$ cat config.mk
export PLATFORM = sky130hd
export DESIGN_NAME = if_fetch_unit_flat
export DESIGN_NICKNAME = d
export VERILOG_FILES = /design/src/rtl/if_fetch_unit_if.sv /design/src/rtl/if_fetch_unit.sv /design/src/flat_wrapper.sv
export SDC_FILE = /design/constraint.sdc
export NUM_CORES = 1
export LEC_CHECK = 0
export CAP_MARGIN = 15
export CELL_PAD_IN_SITES_DETAIL_PLACEMENT = 1
export CELL_PAD_IN_SITES_GLOBAL_PLACEMENT = 1
export CORE_MARGIN = 3
export CORE_UTILIZATION = 26
export CTS_CLUSTER_DIAMETER = 200
export CTS_CLUSTER_SIZE = 24
export DETAILED_ROUTE_END_ITERATION = 16
export PLACE_DENSITY = 0.88
export SETUP_SLACK_MARGIN = 0.2
export SYNTH_ARGS = -nofsm -noshare
export SYNTH_HDL_FRONTEND = slang
export SYNTH_SLANG_ARGS = --single-unit
$ cat constraint.sdc
create_clock -name clk -period 2.35 [get_ports clk]
set_clock_uncertainty 0.2 [all_clocks]
set_input_delay 0.705 -clock clk [delete_from_list [all_inputs] [get_ports clk]]
set_output_delay 0.705 -clock clk [all_outputs]
set_load 0.005 [all_outputs]
$ cat src/rtl/if_fetch_unit_if.sv
// Bundles the instruction-memory port, the decode handshake and the status outputs of the fetch stage.
// The master modport belongs to the fetch unit, and the slave modport belongs to its environment.
interface if_fetch_unit_if #(
  parameter int CNT_W = 32
);
  logic [31:0]      npc;
  logic [31:0]      pc;
  logic             imem_req;
  logic [31:0]      imem_addr;
  logic             imem_gnt;
  logic             imem_rvalid;
  logic [31:0]      imem_rdata;
  logic [31:0]      inst;
  logic             inst_valid;
  logic             inst_ready;
  logic             fetch_err;
  logic [CNT_W-1:0] fetch_cnt;

  modport master (
    input  npc, imem_gnt, imem_rvalid, imem_rdata, inst_ready,
    output pc, imem_req, imem_addr, inst, inst_valid, fetch_err, fetch_cnt
  );

  modport slave (
    output npc, imem_gnt, imem_rvalid, imem_rdata, inst_ready,
    input  pc, imem_req, imem_addr, inst, inst_valid, fetch_err, fetch_cnt
  );
endinterface

$ cat src/rtl/if_fetch_unit.sv
// MIPS instruction-fetch stage: it owns the PC, fetches over a req/gnt/rvalid port, and hands instructions to decode.
// A misaligned next PC traps into a sticky error state, and only reset leaves that state.
module if_fetch_unit #(
  parameter logic [31:0] RESET_PC = 32'h0000_3000,
  parameter int          CNT_W    = 32
) (
  input logic             clk,
  input logic             rstn,
  if_fetch_unit_if.master bus
);

  typedef enum logic [2:0] {
    S_IDLE = 3'd0,
    S_REQ  = 3'd1,
    S_WAIT = 3'd2,
    S_HOLD = 3'd3,
    S_ERR  = 3'd4
  } state_t;

  state_t           r_state;
  logic [31:0]      r_pc;
  logic [31:0]      r_inst;
  logic             r_inst_valid;
  logic             r_fetch_err;
  logic [CNT_W-1:0] r_fetch_cnt;
  logic             w_imem_req;

  assign w_imem_req = (r_state == S_REQ);

  // Fetch FSM with PC, instruction, trap and retired-count registers
  always_ff @(posedge clk) begin
    if (!rstn) begin
      r_state      <= S_IDLE;
      r_pc         <= RESET_PC;
      r_inst       <= 32'h0000_0000;
      r_inst_valid <= 1'b0;
      r_fetch_err  <= 1'b0;
      r_fetch_cnt  <= {CNT_W{1'b0}};
    end else begin
      case (r_state)
        S_IDLE: begin
          r_state <= S_REQ;
        end
        S_REQ: begin
          if (bus.imem_gnt) begin
            r_state <= S_WAIT;
          end else begin
            r_state <= S_REQ;
          end
        end
        S_WAIT: begin
          if (bus.imem_rvalid) begin
            r_inst       <= bus.imem_rdata;
            r_inst_valid <= 1'b1;
            r_state      <= S_HOLD;
          end else begin
            r_state <= S_WAIT;
          end
        end
        S_HOLD: begin
          if (bus.inst_ready) begin
            r_inst_valid <= 1'b0;
            r_pc         <= bus.npc;
            r_fetch_cnt  <= r_fetch_cnt + {{(CNT_W-1){1'b0}}, 1'b1};
            // The faulting npc remains in pc so that the trap handler can report it
            if (bus.npc[1:0] == 2'b00) begin
              r_state <= S_REQ;
            end else begin
              r_state     <= S_ERR;
              r_fetch_err <= 1'b1;
            end
          end else begin
            r_state <= S_HOLD;
          end
        end
        S_ERR: begin
          r_state      <= S_ERR;
          r_fetch_err  <= 1'b1;
          r_inst_valid <= 1'b0;
        end
        default: begin
          r_state      <= S_IDLE;
          r_inst_valid <= 1'b0;
        end
      endcase
    end
  end

  assign bus.pc         = r_pc;
  assign bus.imem_req   = w_imem_req;
  assign bus.imem_addr  = r_pc;
  assign bus.inst       = r_inst;
  assign bus.inst_valid = r_inst_valid;
  assign bus.fetch_err  = r_fetch_err;
  assign bus.fetch_cnt  = r_fetch_cnt;

endmodule

$ cat src/flat_wrapper.sv
// flat-port wrapper written by rule: the top's interface ports become plain ports
module if_fetch_unit_flat 
#(
  parameter logic [31:0] RESET_PC = 32'h0000_3000,
  parameter int          CNT_W    = 32
)
  (clk, rstn, bus_npc, bus_imem_gnt, bus_imem_rvalid, bus_imem_rdata, bus_inst_ready, bus_pc, bus_imem_req, bus_imem_addr, bus_inst, bus_inst_valid, bus_fetch_err, bus_fetch_cnt);
  if_fetch_unit_if #(.CNT_W(CNT_W)) bus_i ();
  input logic clk;
  input logic rstn;
  input wire logic [$bits(bus_i.npc)-1:0] bus_npc;
  input wire logic [$bits(bus_i.imem_gnt)-1:0] bus_imem_gnt;
  input wire logic [$bits(bus_i.imem_rvalid)-1:0] bus_imem_rvalid;
  input wire logic [$bits(bus_i.imem_rdata)-1:0] bus_imem_rdata;
  input wire logic [$bits(bus_i.inst_ready)-1:0] bus_inst_ready;
  output wire logic [$bits(bus_i.pc)-1:0] bus_pc;
  output wire logic [$bits(bus_i.imem_req)-1:0] bus_imem_req;
  output wire logic [$bits(bus_i.imem_addr)-1:0] bus_imem_addr;
  output wire logic [$bits(bus_i.inst)-1:0] bus_inst;
  output wire logic [$bits(bus_i.inst_valid)-1:0] bus_inst_valid;
  output wire logic [$bits(bus_i.fetch_err)-1:0] bus_fetch_err;
  output wire logic [$bits(bus_i.fetch_cnt)-1:0] bus_fetch_cnt;
  assign bus_i.npc = bus_npc;
  assign bus_i.imem_gnt = bus_imem_gnt;
  assign bus_i.imem_rvalid = bus_imem_rvalid;
  assign bus_i.imem_rdata = bus_imem_rdata;
  assign bus_i.inst_ready = bus_inst_ready;
  assign bus_pc = bus_i.pc;
  assign bus_imem_req = bus_i.imem_req;
  assign bus_imem_addr = bus_i.imem_addr;
  assign bus_inst = bus_i.inst;
  assign bus_inst_valid = bus_i.inst_valid;
  assign bus_fetch_err = bus_i.fetch_err;
  assign bus_fetch_cnt = bus_i.fetch_cnt;
  if_fetch_unit #(.RESET_PC(RESET_PC), .CNT_W(CNT_W)) u_core (.clk(clk), .rstn(rstn), .bus(bus_i));
endmodule
==> results.toml <==
[finish]
num_antenna_cells = 0
nFillCells = 1803
fin_area_um2 = 7070
post-route-util = 0.457
area_growth_pct = 68.1
drive_above_1_share = 0.199
final_nets = 779
seqCellArea_um2 = 2140
multi_input_area_um2 = 1890

[power]
power.leakage_uw = 0.00322
peakVddDrop_v = 0.000304
pwr_density_cell_nw_per_um2 = 512

[global_route]
overflow = 0
grt_usage = 0.167
antenna_found_initial = 0
grt_pass1_wl_um = 24200
grt_max_degree = 36
grt_pass1_vias = 4655

[critical_path]
crit_fanout = 8
cp_num_buf_inv = 2
reg2reg_depth = 6
reg2reg_from = "u_core.bus.fetch_cnt[5]"
crit_arrival_ns = 2.14
cp-end-kind = "flip-flop"
startpoint = "u_core.bus.fetch_cnt[5]"
path_cells = "nand4_1 -> buf_4 -> or4_4 -> buf_6 -> o31ai_1 -> a21oi_2"
crit_cells = 6
r2r_slack_ns = 0.23
worst_setup_path_start_kind = "flip-flop"
endpoint = "u_core.bus.fetch_cnt[16]"
path_class = "flip-flop to flip-flop"
required_ns = 2.38
cp_slowest_stage_delay_ns = 0.60
reg2reg_to = "u_core.bus.fetch_cnt[16]"
slowest_stage = "or4_4"
cp_top_family = "simple AND/OR/NAND/NOR gates"

[logic_synthesis]
synthCells = 522
synth_top_flop_cell = "dfxtp_1"
ys_async_sr_fraction = 0
synth.distinct_cells = 39
synth_area_um2 = 4210
synth_fp_nets = 592
synth-seq-cells = 101
yosysWarnings = 0
ys_seq_area_frac = 0.481
syn_avg_cell_area_um2 = 8.06
synth_edf_count = 0

[timing]
max_slew.worst_pin.slew_ns = 0.425
drv_slew = 0
timing.hold.ws_ns = 0.254
post-route-period-util = 0.901
fin_crit_ns = 2.12
finalSetupViolCount = 0
relSlewSlack = 0.717
final-hold-violation-count = 0
fin_ws_ns = 0.233
fin_setup_tns_ns = 0
timing.fmax_mhz = 472
rsz0062_at_grt = "true"

[floorplanning]
core.rowCount = 45
ios = 200
dieHeight_um = 133
core_um2 = 15500
dieArea_um2 = 17700
start_util = 0.272
die_w_um = 133

[hold_path]
hold_path.class = "flip-flop to flip-flop"

[outcome]
status = "finished clean"

[clock_network]
clk_pin_slew_ns = 0.07
hold_buffers = 0
root_buffer = "clkbuf_16"
clk_path_buf_depth = 2
cts_sinks = 101
numCtsBuffers = 9
htree_levels = 3
insertion_delay_ns = 0.34
cts_tree = "yes"

[placement]
numPortBuffers = 199
gp_congestion = 0.787
placed_cell_area_um2 = 6390
place_ws_ns = -0.511
place.detailed.hpwl_um = 10800

[drt]
finalWirelength_um = 15100
postRouteAntennaNets = 0
vias = 4362
drc = 0
dr.pass1.iters = 4
vias_per_cell = 4.72
drtIter0Drc = 173
wire_per_inst_um = 16.3

[job]
max_cap_violations = 0
[metrics by stage]
| stage | std cells | total power [uW] |
|---|---|---|
| finish | 925 | 3620 |
| global route | 925 | 3770 |
| CTS | 922 | 3680 |
| detailed placement | 897 | 2150 |
| global placement | 897 | 2150 |
| floorplan | 522 | 1910 |
[worst min path at each step]
| stage | from | end | slack [ns] | cells past startpoint |
|---|---|---|---|---|
| final | u_core.bus.inst[7] | u_core.bus.inst[7] | 0.25 | 2 |
| after detailed placement | u_core.bus.inst[23] | u_core.bus.inst[23] | 0.25 | 2 |
| after CTS | u_core.bus.inst[23] | u_core.bus.inst[23] | 0.26 | 2 |
| after global placement | u_core.bus.inst[16] | u_core.bus.inst[16] | 0.24 | 2 |
| after global routing | u_core.bus.inst[14] | u_core.bus.inst[14] | 0.27 | 2 |
| after floorplan | u_core.bus.inst[0] | u_core.bus.inst[0] | 0.25 | 2 |
[worst register-to-register path, stage by stage (launching register included)]
cell	delay, ns
dfxtp_4	0.37
nand4_1	0.07
buf_4	0.16
or4_4	0.60
buf_6	0.16
o31ai_1	0.34
a21oi_2	0.09
[kinds of logic after synthesis]
kind of cell,synth area share
AND/OR/NAND/NOR,0.254
AO/OA/AOI/OAI,0.144
flip-flops,0.481
buffers and inverters,0.0949
XOR/XNOR,0.0187
multiplexers,0.00476
adder cells (fa/ha/maj),0.00297
[cells in the final DEF (no fill, tap or decap), drive strengths merged, types with 2 or more instances in the layout]
| cell | netlist | final |
|---|---|---|
| a21oi | 84 | 84 |
| a311oi | 2 | 2 |
| and2 | 2 | 2 |
| and3 | 3 | 3 |
| buf | 39 | 42 |
| clkbuf | 25 | 11 |
| clkdlybuf4s50 | 0 | 128 |
| clkinv | 0 | 3 |
| dfxtp | 101 | 101 |
| dlygate4sd2 | 0 | 28 |
| dlymetal6s2s | 0 | 42 |
| inv | 6 | 6 |
| mux2i | 2 | 2 |
| nand2 | 145 | 145 |
| nand2b | 3 | 3 |
| nand3 | 12 | 12 |
| nand4 | 9 | 9 |
| nor2 | 16 | 16 |
| nor3 | 3 | 3 |
| nor4 | 2 | 2 |
| o21ai | 7 | 7 |
| o31ai | 12 | 12 |
| or3 | 10 | 10 |
| or4 | 18 | 18 |
| xnor2 | 3 | 3 |
| xor2 | 6 | 6 |
[synthesized netlist by cell type, types with 2 or more instances]
cell / n / share of area
nand2_1: 145 / 0.13
dfxtp_1: 101 / 0.48
a21oi_1: 84 / 0.10
buf_4: 32 / 0.057
clkbuf_1: 25 / 0.022
nor2_1: 16 / 0.014
or4_1: 16 / 0.029
nand3_1: 12 / 0.014
o31ai_1: 12 / 0.021
or3_1: 10 / 0.015
nand4_1: 9 / 0.013
o21ai_0: 7 / 0.0083
xor2_1: 6 / 0.012
inv_1: 5 / 0.0045
buf_1: 4 / 0.0036
and3_1: 3 / 0.0045
nand2b_1: 3 / 0.0045
nor3_1: 3 / 0.0036
xnor2_1: 3 / 0.0062
a311oi_1: 2 / 0.0042
and2_1: 2 / 0.0030
buf_6: 2 / 0.0054
mux2i_1: 2 / 0.0048
nor4_1: 2 / 0.0030
or4_4: 2 / 0.0054
[report_power, final]
part	switching, uW	total [uW]	internal (uW)
Combinational	139	346	207
Sequential	20.2	1740	1720
Clock	672	1530	858
Total	831	3620	2790
[routing by layer]
layer	wire [um]	vias up	track usage
li1	-	2120	-
met1	6070	2092	0.184
met2	7680	131	0.298
met3	1140	19	0.0653
met4	216	0	0.0474
met5	0	-	0
[area by class of cell]
| type | count | area share |
|---|---|---|
| Timing Repair Buffer | 240 | 0.347 |
| Clock inverter | 5 | 0.00849 |
| Multi-Input combinational cell | 351 | 0.267 |
| Inverter | 6 | 0.00319 |
| Tap cell | 211 | 0.0373 |
| Clock buffer | 11 | 0.0343 |
| Sequential cell | 101 | 0.303 |
[flip-flops by register name, indices dropped and copies added (netlist names)]
name and count:
u_core.bus.fetch_err 1, u_core.bus.imem_addr 32, u_core.bus.inst_valid 1, u_core.r_state 3, u_core.bus.inst 32, u_core.bus.fetch_cnt 32
[what timing repair did]
action                                  4_1_cts  5_1_grt
pin swaps                                    11        7
gates cloned                                  0        0
endpoints found under the setup margin      103       84
buffers inserted                              9        3
resized for setup                            96       78
Power figures use the tool's default switching activity.
